File: src/rtl/bram_port_arbiter_pkg.sv
// Shared types and constants for the two-requester BRAM port arbiter.
package bram_port_arbiter_pkg;

    typedef enum logic {
        CLEAR = 1'b0,
        RUN   = 1'b1
    } state_t;

    localparam int N_REQ = 2;

endpackage

File: src/rtl/bram_port_arbiter_rr_arb2.sv
// Two-way round-robin arbiter; the pointer names the requester favoured on a tie
// and moves to the other requester whenever a grant is issued.
module rr_arb2
    import bram_port_arbiter_pkg::*;
(
    input  logic             clk,
    input  logic             rst,
    input  logic [N_REQ-1:0] req,
    output logic [N_REQ-1:0] gnt
);

    logic ptr;

    always_comb begin
        gnt = req;
        if (req == 2'b11) begin
            gnt = ptr ? 2'b10 : 2'b01;
        end
    end

    always_ff @(posedge clk) begin
        if (rst) begin
            ptr <= 1'b0;
        end else if (|gnt) begin
            ptr <= gnt[0];
        end
    end

endmodule

File: src/rtl/bram_port_arbiter.sv
// Shares one dual-port BRAM between two requesters: clears the RAM after reset,
// then arbitrates the write and read ports independently.
//   state | meaning
//   CLEAR | sweep every address with zero, no grants, busy=1
//   RUN   | per-port round-robin arbitration, busy=0
module bram_port_arbiter
    import bram_port_arbiter_pkg::*;
#(
    parameter int D_SIZE  = 64,
    parameter int Q_DEPTH = 8
) (
    input  logic               clk,
    input  logic               rst,
    input  logic               r0_req,
    input  logic               r0_we,
    input  logic [Q_DEPTH-1:0] r0_addr,
    input  logic [D_SIZE-1:0]  r0_din,
    output logic               r0_gnt,
    output logic               r0_rvalid,
    output logic [D_SIZE-1:0]  r0_rdata,
    input  logic               r1_req,
    input  logic               r1_we,
    input  logic [Q_DEPTH-1:0] r1_addr,
    input  logic [D_SIZE-1:0]  r1_din,
    output logic               r1_gnt,
    output logic               r1_rvalid,
    output logic [D_SIZE-1:0]  r1_rdata,
    output logic               busy,
    output logic               bram_wr_en,
    output logic [Q_DEPTH-1:0] bram_wr_addr,
    output logic [D_SIZE-1:0]  bram_wr_din,
    output logic [Q_DEPTH-1:0] bram_rd_addr,
    input  logic [D_SIZE-1:0]  bram_rd_dout
);

    state_t             state, state_nxt;
    logic [Q_DEPTH-1:0] cnt, cnt_nxt;
    logic               run;
    logic [N_REQ-1:0]   req, we, wr_req, rd_req, wr_gnt, rd_gnt, rvalid_q;

    assign req = {r1_req, r0_req};
    assign we  = {r1_we, r0_we};

    // Gating with rst keeps grants and read data quiet during the reset cycle itself.
    assign run    = (state == RUN) && !rst;
    assign wr_req = run ? (req & we) : '0;
    assign rd_req = run ? (req & ~we) : '0;

    rr_arb2 u_wr_arb (
        .clk (clk),
        .rst (rst),
        .req (wr_req),
        .gnt (wr_gnt)
    );

    rr_arb2 u_rd_arb (
        .clk (clk),
        .rst (rst),
        .req (rd_req),
        .gnt (rd_gnt)
    );

    always_ff @(posedge clk) begin
        if (rst) begin
            state    <= CLEAR;
            cnt      <= '0;
            rvalid_q <= '0;
        end else begin
            state    <= state_nxt;
            cnt      <= cnt_nxt;
            rvalid_q <= rd_gnt;
        end
    end

    always_comb begin
        state_nxt    = state;
        cnt_nxt      = cnt;
        busy         = 1'b0;
        bram_wr_en   = 1'b0;
        bram_wr_addr = '0;
        bram_wr_din  = '0;
        bram_rd_addr = '0;
        case (state)
            CLEAR: begin
                busy         = 1'b1;
                bram_wr_en   = 1'b1;
                bram_wr_addr = cnt;
                cnt_nxt      = cnt + 1'b1;
                if (cnt == '1) begin
                    state_nxt = RUN;
                end
            end
            RUN: begin
                if (|wr_gnt) begin
                    bram_wr_en   = 1'b1;
                    bram_wr_addr = wr_gnt[1] ? r1_addr : r0_addr;
                    bram_wr_din  = wr_gnt[1] ? r1_din : r0_din;
                end
                if (|rd_gnt) begin
                    bram_rd_addr = rd_gnt[1] ? r1_addr : r0_addr;
                end
            end
            default: state_nxt = CLEAR;
        endcase
    end

    assign r0_gnt    = wr_gnt[0] | rd_gnt[0];
    assign r1_gnt    = wr_gnt[1] | rd_gnt[1];
    assign r0_rvalid = rvalid_q[0] & ~rst;
    assign r1_rvalid = rvalid_q[1] & ~rst;
    assign r0_rdata  = r0_rvalid ? bram_rd_dout : '0;
    assign r1_rdata  = r1_rvalid ? bram_rd_dout : '0;

endmodule

File: config.mk
export PLATFORM = sky130hd
export DESIGN_NAME = bram_port_arbiter
export DESIGN_NICKNAME = d
export VERILOG_FILES = /design/src/rtl/bram_port_arbiter_pkg.sv /design/src/rtl/bram_port_arbiter_rr_arb2.sv /design/src/rtl/bram_port_arbiter.sv
export SDC_FILE = /design/constraint.sdc
export NUM_CORES = 1
export LEC_CHECK = 0
export ABC_CLOCK_PERIOD_IN_PS = 1500
export CAP_MARGIN = 20
export CORE_AREA = 2 2 165 167
export CTS_BUF_LIST = sky130_fd_sc_hd__clkbuf_16
export DETAILED_ROUTE_END_ITERATION = 10
export DIE_AREA = 0 0 167 169
export HOLD_SLACK_MARGIN = 0.15
export PLACE_DENSITY = 0.53
export SLEW_MARGIN = 20
export SYNTH_ARGS = -nofsm -noshare
export SYNTH_HDL_FRONTEND = slang
export SYNTH_SLANG_ARGS = --single-unit
File: constraint.sdc
create_clock -name clk -period 1.5 [get_ports clk]
set_input_delay 0.225 -clock clk [delete_from_list [all_inputs] [get_ports clk]]
set_output_delay 0.225 -clock clk [all_outputs]
set_load 0.05 [all_outputs]
==> key figures, run 1 <==
Clock network
  – Clk slew on worst S/H paths: 50 ps
  – CTS max path bufs: 2
  – Worst skew pair latency: 240 ps
  – CTS tree: done
  – Root buffer cell: clkbuf_16
  – Hold buffer count at CTS: 0
  – Clk sinks: 13
  – TritonCTS buffer count: 3
  – H-tree Lvls: 1

Floorplan
  – Die H: around 170 um
  – Row count: 60
  – CORE AREA: roughly 27000 sq um
  – Initial Util: a little under an eighth
  – DIE AREA: roughly 28000 sq um
  – Die Span X: 167 um
  – Ports: about 430

Finish
  – Nets@finish: ~1300
  – Fraction of layout cells with a size suffix above 1: between 70% and 80%
  – Fillers: roughly 2200
  – Final core occ: a little over half
  – Layout area overhead: 380%

Critical path
  – CP max FO: 8
  – Crit path DAT: approximately 1700 ps
  – Crit. End Element: output port
  – Worst flop-to-flop path endpoint: cnt[7]$_SDFFE_PP0N_
  – Type of element launching the critical path: flop
  – Reg-to-reg startpoint: state$_SDFF_PP0_
  – Worst R2R Path Depth: 4
  – R2R setup slack: roughly 60 ps
  – Critical path required time: ~1300 ps
  – Class of the most critical setup path: flop to output port

Pwr
  – Max VDD drop: about 0.5 mV
  – Tot Pwr: ~2200 uW
  – Power Dens Cells: roughly 150 nW/um^2
  – LEAKAGE: approximately 0.0053 uW

Run
  – Max-cap violation count: 0

Global routing
  – GR Overflow Total: 0
  – Initial antenna violation count: 4
  – Largest net degree at the start of global routing: 18
  – Vias in the first global route: 6736
  – First-pass GRT wire length: about 44000 um
  – GRT Total Usage: 20.2%

Placed design
  – RePlAce Congestion: between 0.7 and 0.8
  – Post-DP HPWL: around 21000 um
  – Port Buffers: approximately 430

Worst hold path
  – Hold Crit Class: input pin to flop
  – HP Start: r0_we
  – Hold Path Stages: 3
  – Worst Hold Endpoint: u_wr_arb.ptr$_SDFFE_PP0P_

Status
  – Failing checks: setup timing
  – Status: finished with violations

Logic synthesis
  – Post-synth EDFFs: 0
  – Seq/Total Area, Yosys: ~8.6%
  – Post-synthesis register bit count: 13
  – Synth cell types: 42
  – Synth Instances: roughly 490
  – Most used DFF post-synth: dfxtp_1
  – Mapped Area: between 3000 and 4000 sq um
  – Synth warnings: 0
  – Mapped Nets: 709
  – Asr flop ratio synth: 0%
  – Synthesized area per cell: roughly 6.1 sq um

STA
  – Worst-margin pin slew: between 400 and 500 ps
  – Unrepaired setup endpoints after global routing: true
  – Clock skew: 1.59 ps
  – Crit share post-route: 131%
  – Slew headroom: 68.5%
  – Fmax: 510 MHz
  – Fin. max-slew vios: 0
  – Min cycle time layout: between 1500 and 2000 ps
  – Final Hold Vio Count: 0
  – Final setup fails: around 210
  – Final setup margin: -463 ps
  – Tightest hold margin: ~470 ps

Detailed routing
  – DRT Wirelength: ~30000 um
  – Router iterations before antenna repair: 4
  – Detailed-route via count: ~6100
  – Antenna viol nets, final: 0
  – Remaining DRCs: 0
  – Iter 0 DRT Violations: 152
  – DR WL/cell: approximately 22 um
  – Vias/cell: about 4.4
-- logic make-up after synthesis --
kind of cell / synth area share, %
DFF: 8.57
xor gates and xnor gates: 0.865
adders and majority gates: 0.412
muxes: 0.330
and+or+nand+nor: 50.4
buffers and inverters: 9.80
AOI/OAI and AO/OA: 29.7
-- cell usage in the layout, fill, tap and decap left out, types with 2 or more instances in the layout --
master	n
clkdlybuf4s50_1	208
buf_12	199
and2_4	128
buf_4	75
buf_6	68
a21oi_4	64
nand3_4	63
buf_16	34
o21ai_2	29
o21ai_1	25
buf_8	17
nor2_1	12
clkbuf_16	12
o21ai_4	9
dfxtp_1	9
o221a_4	8
a211oi_4	7
nor2b_1	5
nor4_4	5
a21oi_1	5
o21ai_0	4
inv_1	4
nor3_1	4
nor2b_2	4
nor3_2	4
nand2_1	4
dlygate4sd2_1	4
diode_2	3
nand4b_1	3
nor2b_4	3
o31ai_1	3
dfxtp_2	3
nor2_4	2
o21bai_4	2
or4_1	2
or3_1	2
xor2_1	2
-- state kept, by name, indices dropped and copies added (netlist names) --
signal        cells
cnt               8
rvalid_q          2
state             1
u_rd_arb.ptr      1
u_wr_arb.ptr      1
-- stage by stage --
| stage | cells | setup slack [ps] | TNS, ps | cell area (sq um) |
|---|---|---|---|---|
| detailed placement | 1324 | -837 | -113640 | 12100 |
| global placement | 1324 | -814 | -113580 | 12100 |
| CTS | 1395 | -477 | -51080 | 14400 |
| finish | 1400 | -463 | -46270 | 14600 |
| floorplan | 494 | -237 | -10280 | 5090 |
| global route | 1399 | -514 | -57870 | 14600 |
-- cells in the mapped netlist, types with 3 or more instances --
cell type / number / area share (%)
o221a_2: 5 / 1.9
a211oi_1: 7 / 1.7
o21ai_0: 67 / 11
dfxtp_1: 13 / 8.6
nand4b_1: 3 / 0.87
nand2_1: 5 / 0.62
o221a_1: 3 / 1.1
buf_4: 9 / 2.2
a21oi_1: 69 / 11
nor3_1: 8 / 1.3
buf_2: 13 / 2.1
nor2_1: 13 / 1.6
nor2b_1: 12 / 2.5
inv_1: 3 / 0.37
nor4_1: 7 / 1.4
buf_6: 3 / 1.1
o31ai_1: 3 / 0.74
clkbuf_1: 31 / 3.8
nand3_1: 64 / 11
and2_1: 128 / 26
-- layer usage --
layer	GRT usage, %	part of all wire (%)	up-vias	wire length, um
li1	-	-	2900	-
met1	22.8	37	2925	11100
met2	38.4	54	274	16300
met3	5.33	6.8	30	2040
met4	3.82	1.9	2	576
met5	0	0.043	-	13
-- report_power, final --
part / leakage (uW) / internal [uW] / total [uW] / switching (uW)
logic: 0.00516 / 814 / 1380 / 567
registers: 0.000108 / 352 / 357 / 4.86
clock network: 0.0000423 / 351 / 496 / 145
total: 0.00531 / 1520 / 2230 / 716
-- critical path: stages (launching register included) --
cell,delay [ps]
dfxtp_4,370
and4b_4,310
buf_12,190
nor3_1,80
buf_4,140
a211oi_4,210
buf_6,190
-- how the worst max path moves through the flow --
stage / end / from / depth (start not counted) / slack (ps)
floorplan: bram_wr_en / state$_SDFF_PP0_ / 5 / -240
CTS: bram_wr_din[8] / state$_SDFF_PP0_ / 6 / -480
global route: bram_wr_addr[2] / state$_SDFF_PP0_ / 6 / -510
detailed placement: bram_rd_addr[7] / r0_we / 5 / -840
global placement: bram_rd_addr[7] / rst / 6 / -810
finish: bram_wr_addr[2] / state$_SDFF_PP0_ / 6 / -460
-- layout make-up --
class                      instances  area (sq um)  share of cell area [%]
clock buffer                       3          75.1                   0.515
inverter                           3          11.3                  0.0773
antenna                            3          7.51                  0.0515
clock inverter                     1          3.75                  0.0258
multi-input combinational        421          4900                    33.6
tap                              341           427                    2.93
timing repair buffer             615          8880                    60.9
sequential                        13           268                    1.84
-- timing repair --
action,CTS,global route
resized for setup,380,54
setup buffers,36,7
gates cloned,37,9
setup endpoints to repair,213,213
pin swaps,115,52
(Power assumes the default switching activity.)
==> run 2, diff against run 1 <==
ABC_CLOCK_PERIOD_IN_PS = 2300   (was 1500)
CORE_AREA = 2 2 164 166   (was 2 2 165 167)
DIE_AREA = 0 0 166 168   (was 0 0 167 169)
RECOVER_POWER = 25   (was unset)
clock period = 2.3 ns   (was 1.5 ns; I/O delays follow)
==> key figures, run 2 (synthesis results as in run 1) <==
Status
  – Status: completed

STA
  – Clock skew: 1.25 ps (-0.344 ps)
  – Post-route setup TNS: 0 ps (+46270 ps)
  – Fin. max-slew vios: 0 (unchanged)
  – Final setup fails: 0 (-100%)
  – Final Hold Vio Count: 0 (unchanged)
  – Min cycle time layout: approximately 2200 ps
  – Slew headroom: 58.1% (-10 points)
  – Unrepaired setup endpoints after global routing: false
  – Crit share post-route: 96.6%
  – Fmax: between 400 and 500 MHz
  – Worst-margin pin slew: 631 ps (+160 ps)

Finish
  – Register bank with the most flops: cnt
  – Fraction of layout cells with a size suffix above 1: 33.3% (-38 points)
  – Top flop regs: cnt (8), rvalid_q (2)
  – Max FFs per register: 8 (unchanged)
  – Most frequent cells in the layout: 208 x clkdlybuf4s50_1, 160 x buf_12, 105 x buf_4, 91 x and2_1, 67 x a21oi_1
  – Nets@finish: 1147 (-9.8%)
  – Diode count: 0 (-3)
  – Commonest non-fill, non-tap cell in the layout: clkdlybuf4s50_1
  – Layout area overhead: 218%

Placed design
  – RePlAce Congestion: 0.834 (+5.6%)
  – Post-DP HPWL: 19800 um (-5.6%)
  – Port Buffers: 427 (unchanged)

Critical path
  – CP max stage delay: 330 ps (-40 ps)
  – Critical-path top delay cell: and4b_2
  – Delay-heaviest family, CP: buffers and inverters
  – Reg-to-reg startpoint: state$_SDFF_PP0_
  – Count of buffer and inverter cells on the critical path: 4 (+1)
  – CP max FO: 27 (+19)
  – Most common cell on crit path: buf_12
  – Crit path DAT: 1880 ps (+140 ps)
  – Crit. Startpoint: rst
  – Worst path cell trace: dlygate4sd2_1, and4b_2, buf_12, buf_12, nand3_1, a21oi_1, buf_4
  – Critical path required time: 1960 ps (+690 ps)
  – Class of the most critical setup path: input pin to output port
  – Type of element launching the critical path: input pin
  – Crit. End Element: output port

Clock network
  – Worst skew pair latency: 250 ps (about the same)
  – TritonCTS buffer count: 3 (unchanged)
  – CTS tree: done
  – Root buffer cell: clkbuf_16
  – CTS max path bufs: 2 (unchanged)
  – Clk sinks: 13 (unchanged)
  – Hold buffer count at CTS: 0 (unchanged)
  – H-tree Lvls: 1 (unchanged)
  – Clk slew on worst S/H paths: 50 ps (about the same)

Detailed routing
  – DR WL/cell: 19.2 um (-11%)
  – Iter 0 DRT Violations: 167 (+9.9%)
  – Detailed-route via count: 5263 (-14%)
  – Router iterations before antenna repair: 4 (unchanged)
  – DRT Wirelength: 24500 um (-19%)
  – Vias/cell: 4.14 (-5.5%)
  – Remaining DRCs: 0 (unchanged)
  – Antenna viol nets, final: 0 (unchanged)

Floorplan
  – Die H: 168 um (-0.59%)
  – Die Span X: 166 um (-0.60%)
  – Row count: 60 (unchanged)
  – Initial Util: 11.5% (+0.065 points)
  – CORE AREA: 26400 sq um (-0.57%)
  – DIE AREA: 27900 sq um (-1.2%)
  – Ports: 428 (unchanged)

Global routing
  – Initial antenna violation count: 0 (-4)
  – GR Overflow Total: 0 (unchanged)
  – Largest net degree at the start of global routing: 48 (+30)
  – First-pass GRT wire length: 35700 um (-18%)
  – Vias in the first global route: 5424 (-19%)
  – GRT Total Usage: 16.6% (-3.7 points)

Worst hold path
  – HP Start: u_wr_arb.ptr$_SDFFE_PP0P_
  – Hold Crit Class: flop to flop

Pwr
  – Clock power frac: 28.7% (+6.5 points)
  – Internal: 873 uW (-42%)
  – Max VDD drop: 0.191 mV (-61%)
  – Switching pwr: 306 uW (-57%)
  – Sw Share: 25.9% (-6.1 points)
  – Tot Pwr: 1180 uW (-47%)
  – Combinational Power Share: 51.3% (-10 points)
  – Reg power frac: 20.0% (+4.0 points)
  – Power Dens Cells: 122 nW/um^2 (-20%)
  – LEAKAGE: 0.00373 uW (-30%)

Run
  – Max-cap violation count: 0 (unchanged)
==> run 2: final cells by class <==
class                      count  area, sq um
timing repair buffer         490         6310
multi-input combinational    421         2570
sequential                    13          262
clock inverter                 1         5.00
clock buffer                   3         75.1
tap                          341          427
fill                        2677        16700
inverter                       3         11.3
==> run 2: stage by stage <==
| stage | instances | setup slack [ps] | hold slack (ps) | utilization (%) | cell area [sq um] |
|---|---|---|---|---|---|
| floorplan | 494 | -149 | 417 | - | 3060 |
| global placement | 1259 | -306 | 452 | 35.5 | 9350 |
| detailed placement | 1259 | -391 | 467 | 35.5 | 9350 |
| CTS | 1272 | 4.55 | 475 | 36.8 | 9710 |
| global route | 1272 | 1.11 | 512 | 36.7 | 9660 |
| finish | 1272 | 77.8 | 473 | 36.7 | 9660 |
==> run 2: worst paths after layout <==
path / endpoint / slack, ps / cells past startpoint
max: bram_wr_din[6] / 80 / 7
min: u_wr_arb.ptr$_SDFFE_PP0P_ / 470 / 2
max reg2reg: cnt[7]$_SDFFE_PP0N_ / 720 / 4
min reg2reg: u_wr_arb.ptr$_SDFFE_PP0P_ / 470 / 2
==> run 2: worst register-to-register path, stage by stage, from the launching register on <==
cell      delay (ps)
dfxtp_2          350
buf_4            200
nand4b_1         300
or4_1            520
a21oi_1          140
==> run 2: routing by layer <==
metal / up-vias / share of wire, % / track usage, %
met5: - / 0 / 0
li1: 2613 / - / -
met4: 0 / 0.75 / 1.59
met3: 13 / 9.4 / 6.28
met1: 2442 / 40 / 20.3
met2: 195 / 50 / 28.5
==> run 2: power by group through the flow <==
stage          logic (uW)  clock network [uW]  registers (uW)
2_1_floorplan        97.1                   0             240
3_3_place_gp          562                   0             242
3_5_place_dp          561                   0             242
4_1_cts               608                 345             237
5_1_grt               648                 351             236
6_report              605                 339             235
==> run 2: timing repair <==
| action | CTS | global route |
|---|---|---|
| gates cloned | 4 | 0 |
| pin swaps | 12 | 0 |
| resized for setup | 26 | 10 |
| buffers inserted | 5 | 0 |
| setup endpoints to repair | 83 | 40 |
==> run 3, diff against run 2 <==
GPL_TIMING_DRIVEN = 0   (was unset)
SETUP_SLACK_MARGIN = 0.4   (was unset)
==> key figures, run 3 (synthesis results as in run 1) <==
Finish
  – Commonest non-fill, non-tap cell in the layout: clkdlybuf4s50_1
  – Fin area: 9210 sq um (-4.7%)
  – Nets@finish: 1170 (+2.0%)
  – Max FFs per register: 8 (unchanged)
  – Top flop regs: cnt (8), rvalid_q (2)
  – Final cell count without fillers: 1296 (+1.9%)
  – Fraction of layout cells with a size suffix above 1: 43.7% (+10 points)
  – Register bank with the most flops: cnt
  – Layout area overhead: 203%
  – Most frequent cells in the layout: 208 x clkdlybuf4s50_1, 126 x and2_1, 92 x buf_6, 62 x clkbuf_4

Detailed routing
  – DR WL/cell: 19.8 um (+3.2%)
  – Detailed-route via count: 5539 (+5.2%)
  – Iter 0 DRT Violations: 162 (-3.0%)
  – Remaining DRCs: 0 (unchanged)
  – Router iterations before antenna repair: 4 (unchanged)
  – Antenna viol nets, final: 0 (unchanged)
  – DRT Wirelength: 25700 um (+5.1%)
  – Vias/cell: 4.27 (+3.3%)

Floorplan
  – DIE AREA: 27900 sq um (unchanged)
  – Initial Util: 11.5% (unchanged)
  – CORE AREA: 26400 sq um (unchanged)
  – Row count: 60 (unchanged)
  – Die H: 168 um (unchanged)
  – Ports: 428 (unchanged)
  – Die Span X: 166 um (unchanged)

Clock network
  – TritonCTS buffer count: 3 (unchanged)
  – Clk sinks: 13 (unchanged)
  – CTS tree: done
  – Worst skew pair latency: 250 ps (about the same)
  – H-tree Lvls: 1 (unchanged)
  – Clk slew on worst S/H paths: 50 ps (about the same)
  – Hold buffer count at CTS: 0 (unchanged)
  – Root buffer cell: clkbuf_16
  – CTS max path bufs: 2 (unchanged)

STA
  – Min cycle time layout: 2130 ps (-91.3 ps)
  – Tightest hold margin: 370 ps (-102 ps)
  – Crit share post-route: 92.6% (-4.0 points)
  – Final Hold Vio Count: 0 (unchanged)
  – Worst-margin pin slew: 667 ps (+35.2 ps)
  – Final setup fails: 0 (unchanged)
  – Fin. max-slew vios: 0 (unchanged)
  – Unrepaired setup endpoints after global routing: true
  – Slew headroom: 55.7% (-2.3 points)
  – Post-route setup TNS: 0 ps (unchanged)
  – Clock skew: 3.04 ps (+1.80 ps)
  – Final setup margin: 169 ps (+91.3 ps)
  – Fmax: 469 MHz (+4.3%)

Placed design
  – Post-DP HPWL: 20200 um (+2.3%)
  – RePlAce Congestion: 0.843 (+1.1%)
  – Place WS: -1250 ps (-858 ps)
  – Dpl cells: 1262 (+0.24%)
  – Placed cell area: 8300 sq um (-11%)
  – Port Buffers: 427 (unchanged)

Run
  – Max-cap violation count: 0 (unchanged)

Worst hold path
  – Hold Crit Class: input pin to flop

Global routing
  – Vias in the first global route: 5395 (-0.53%)
  – Initial antenna violation count: 2 (+2)
  – Largest net degree at the start of global routing: 11 (-77%)
  – GRT Total Usage: 16.8% (+0.22 points)
  – GR Overflow Total: 0 (unchanged)
  – First-pass GRT wire length: 36400 um (+1.9%)

Critical path
  – CP max stage delay: 350 ps (+20 ps)
  – Worst path cell trace: and4b_2, buf_4, buf_12, buf_12, nand3_1, a21oi_2, buf_6
  – Class of the most critical setup path: flop to output port
  – Critical path required time: 1960 ps (about the same)
  – Critical-path top delay cell: dfxtp_4
  – Most common cell on crit path: buf_12
  – Crit. End Element: output port
  – CP max FO: 6 (-78%)
  – Type of element launching the critical path: flop
  – Crit path DAT: 1790 ps (-90 ps)

Pwr
  – LEAKAGE: 0.00350 uW (-6.2%)
  – Max VDD drop: 0.167 mV (-13%)
  – Power Dens Cells: 129 nW/um^2 (+6.1%)

Status
  – Status: completed
## run 3: cell types whose count changed in the layout (fill, tap and decap cells not counted), moves of 40 or more
cell	change
a21oi_1	-62
clkbuf_1	+40
buf_6	+87
buf_4	-73
clkbuf_4	+61
buf_12	-153
o21ai_0	-40
## run 3: area by class of cell
| type | instances | area, sq um |
|---|---|---|
| Fill cell | 2878 | 17100 |
| Clock buffer | 3 | 75.1 |
| Multi-Input combinational cell | 421 | 3520 |
| Inverter | 3 | 11.3 |
| Sequential cell | 13 | 264 |
| Timing Repair Buffer | 456 | 4270 |
| Buffer | 57 | 646 |
| Tap cell | 341 | 427 |
| Clock inverter | 1 | 3.75 |
| Antenna cell | 1 | 2.50 |
## run 3: final timing paths
path	cells after the start	slack, ps	endpoint	from
min	2	370	state$_SDFF_PP0_	rst
max reg2reg	4	800	cnt[7]$_SDFFE_PP0N_	state$_SDFF_PP0_
min reg2reg	2	470	u_wr_arb.ptr$_SDFFE_PP0P_	u_wr_arb.ptr$_SDFFE_PP0P_
max	7	170	bram_wr_din[1]	state$_SDFF_PP0_
## run 3: power breakdown
part	switching (uW)	internal (uW)
Clock	105	230
Sequential	5.24	229
Combinational	236	387
Total	347	846
## run 3: layer usage
layer,GRT usage [%],routed length (um)
met1,22.1,11200
met2,27.8,12200
met3,5.24,2020
met4,1.70,236
met5,0,0
## run 3: timing repair
item,in CTS,in global routing
resized for setup,1086,538
cloned,2,8
setup endpoints to repair,214,214
setup buffers,13,6
pin swaps,8,19
## run 3: worst max-delay path, delay by kind of cell (launching register included)
kind,cells,cell delay (ps)
buf+inv,4,620
flops,1,350
simple gates,2,370
compound gates,1,200
## run 3: metrics by stage
stage | util (%) | total power, uW
6_report | 35.0 | 1190
5_1_grt | 35.0 | 1250
4_1_cts | 33.9 | 1170
3_5_place_dp | 31.5 | 794
3_3_place_gp | 31.5 | 791
2_1_floorplan | - | 367
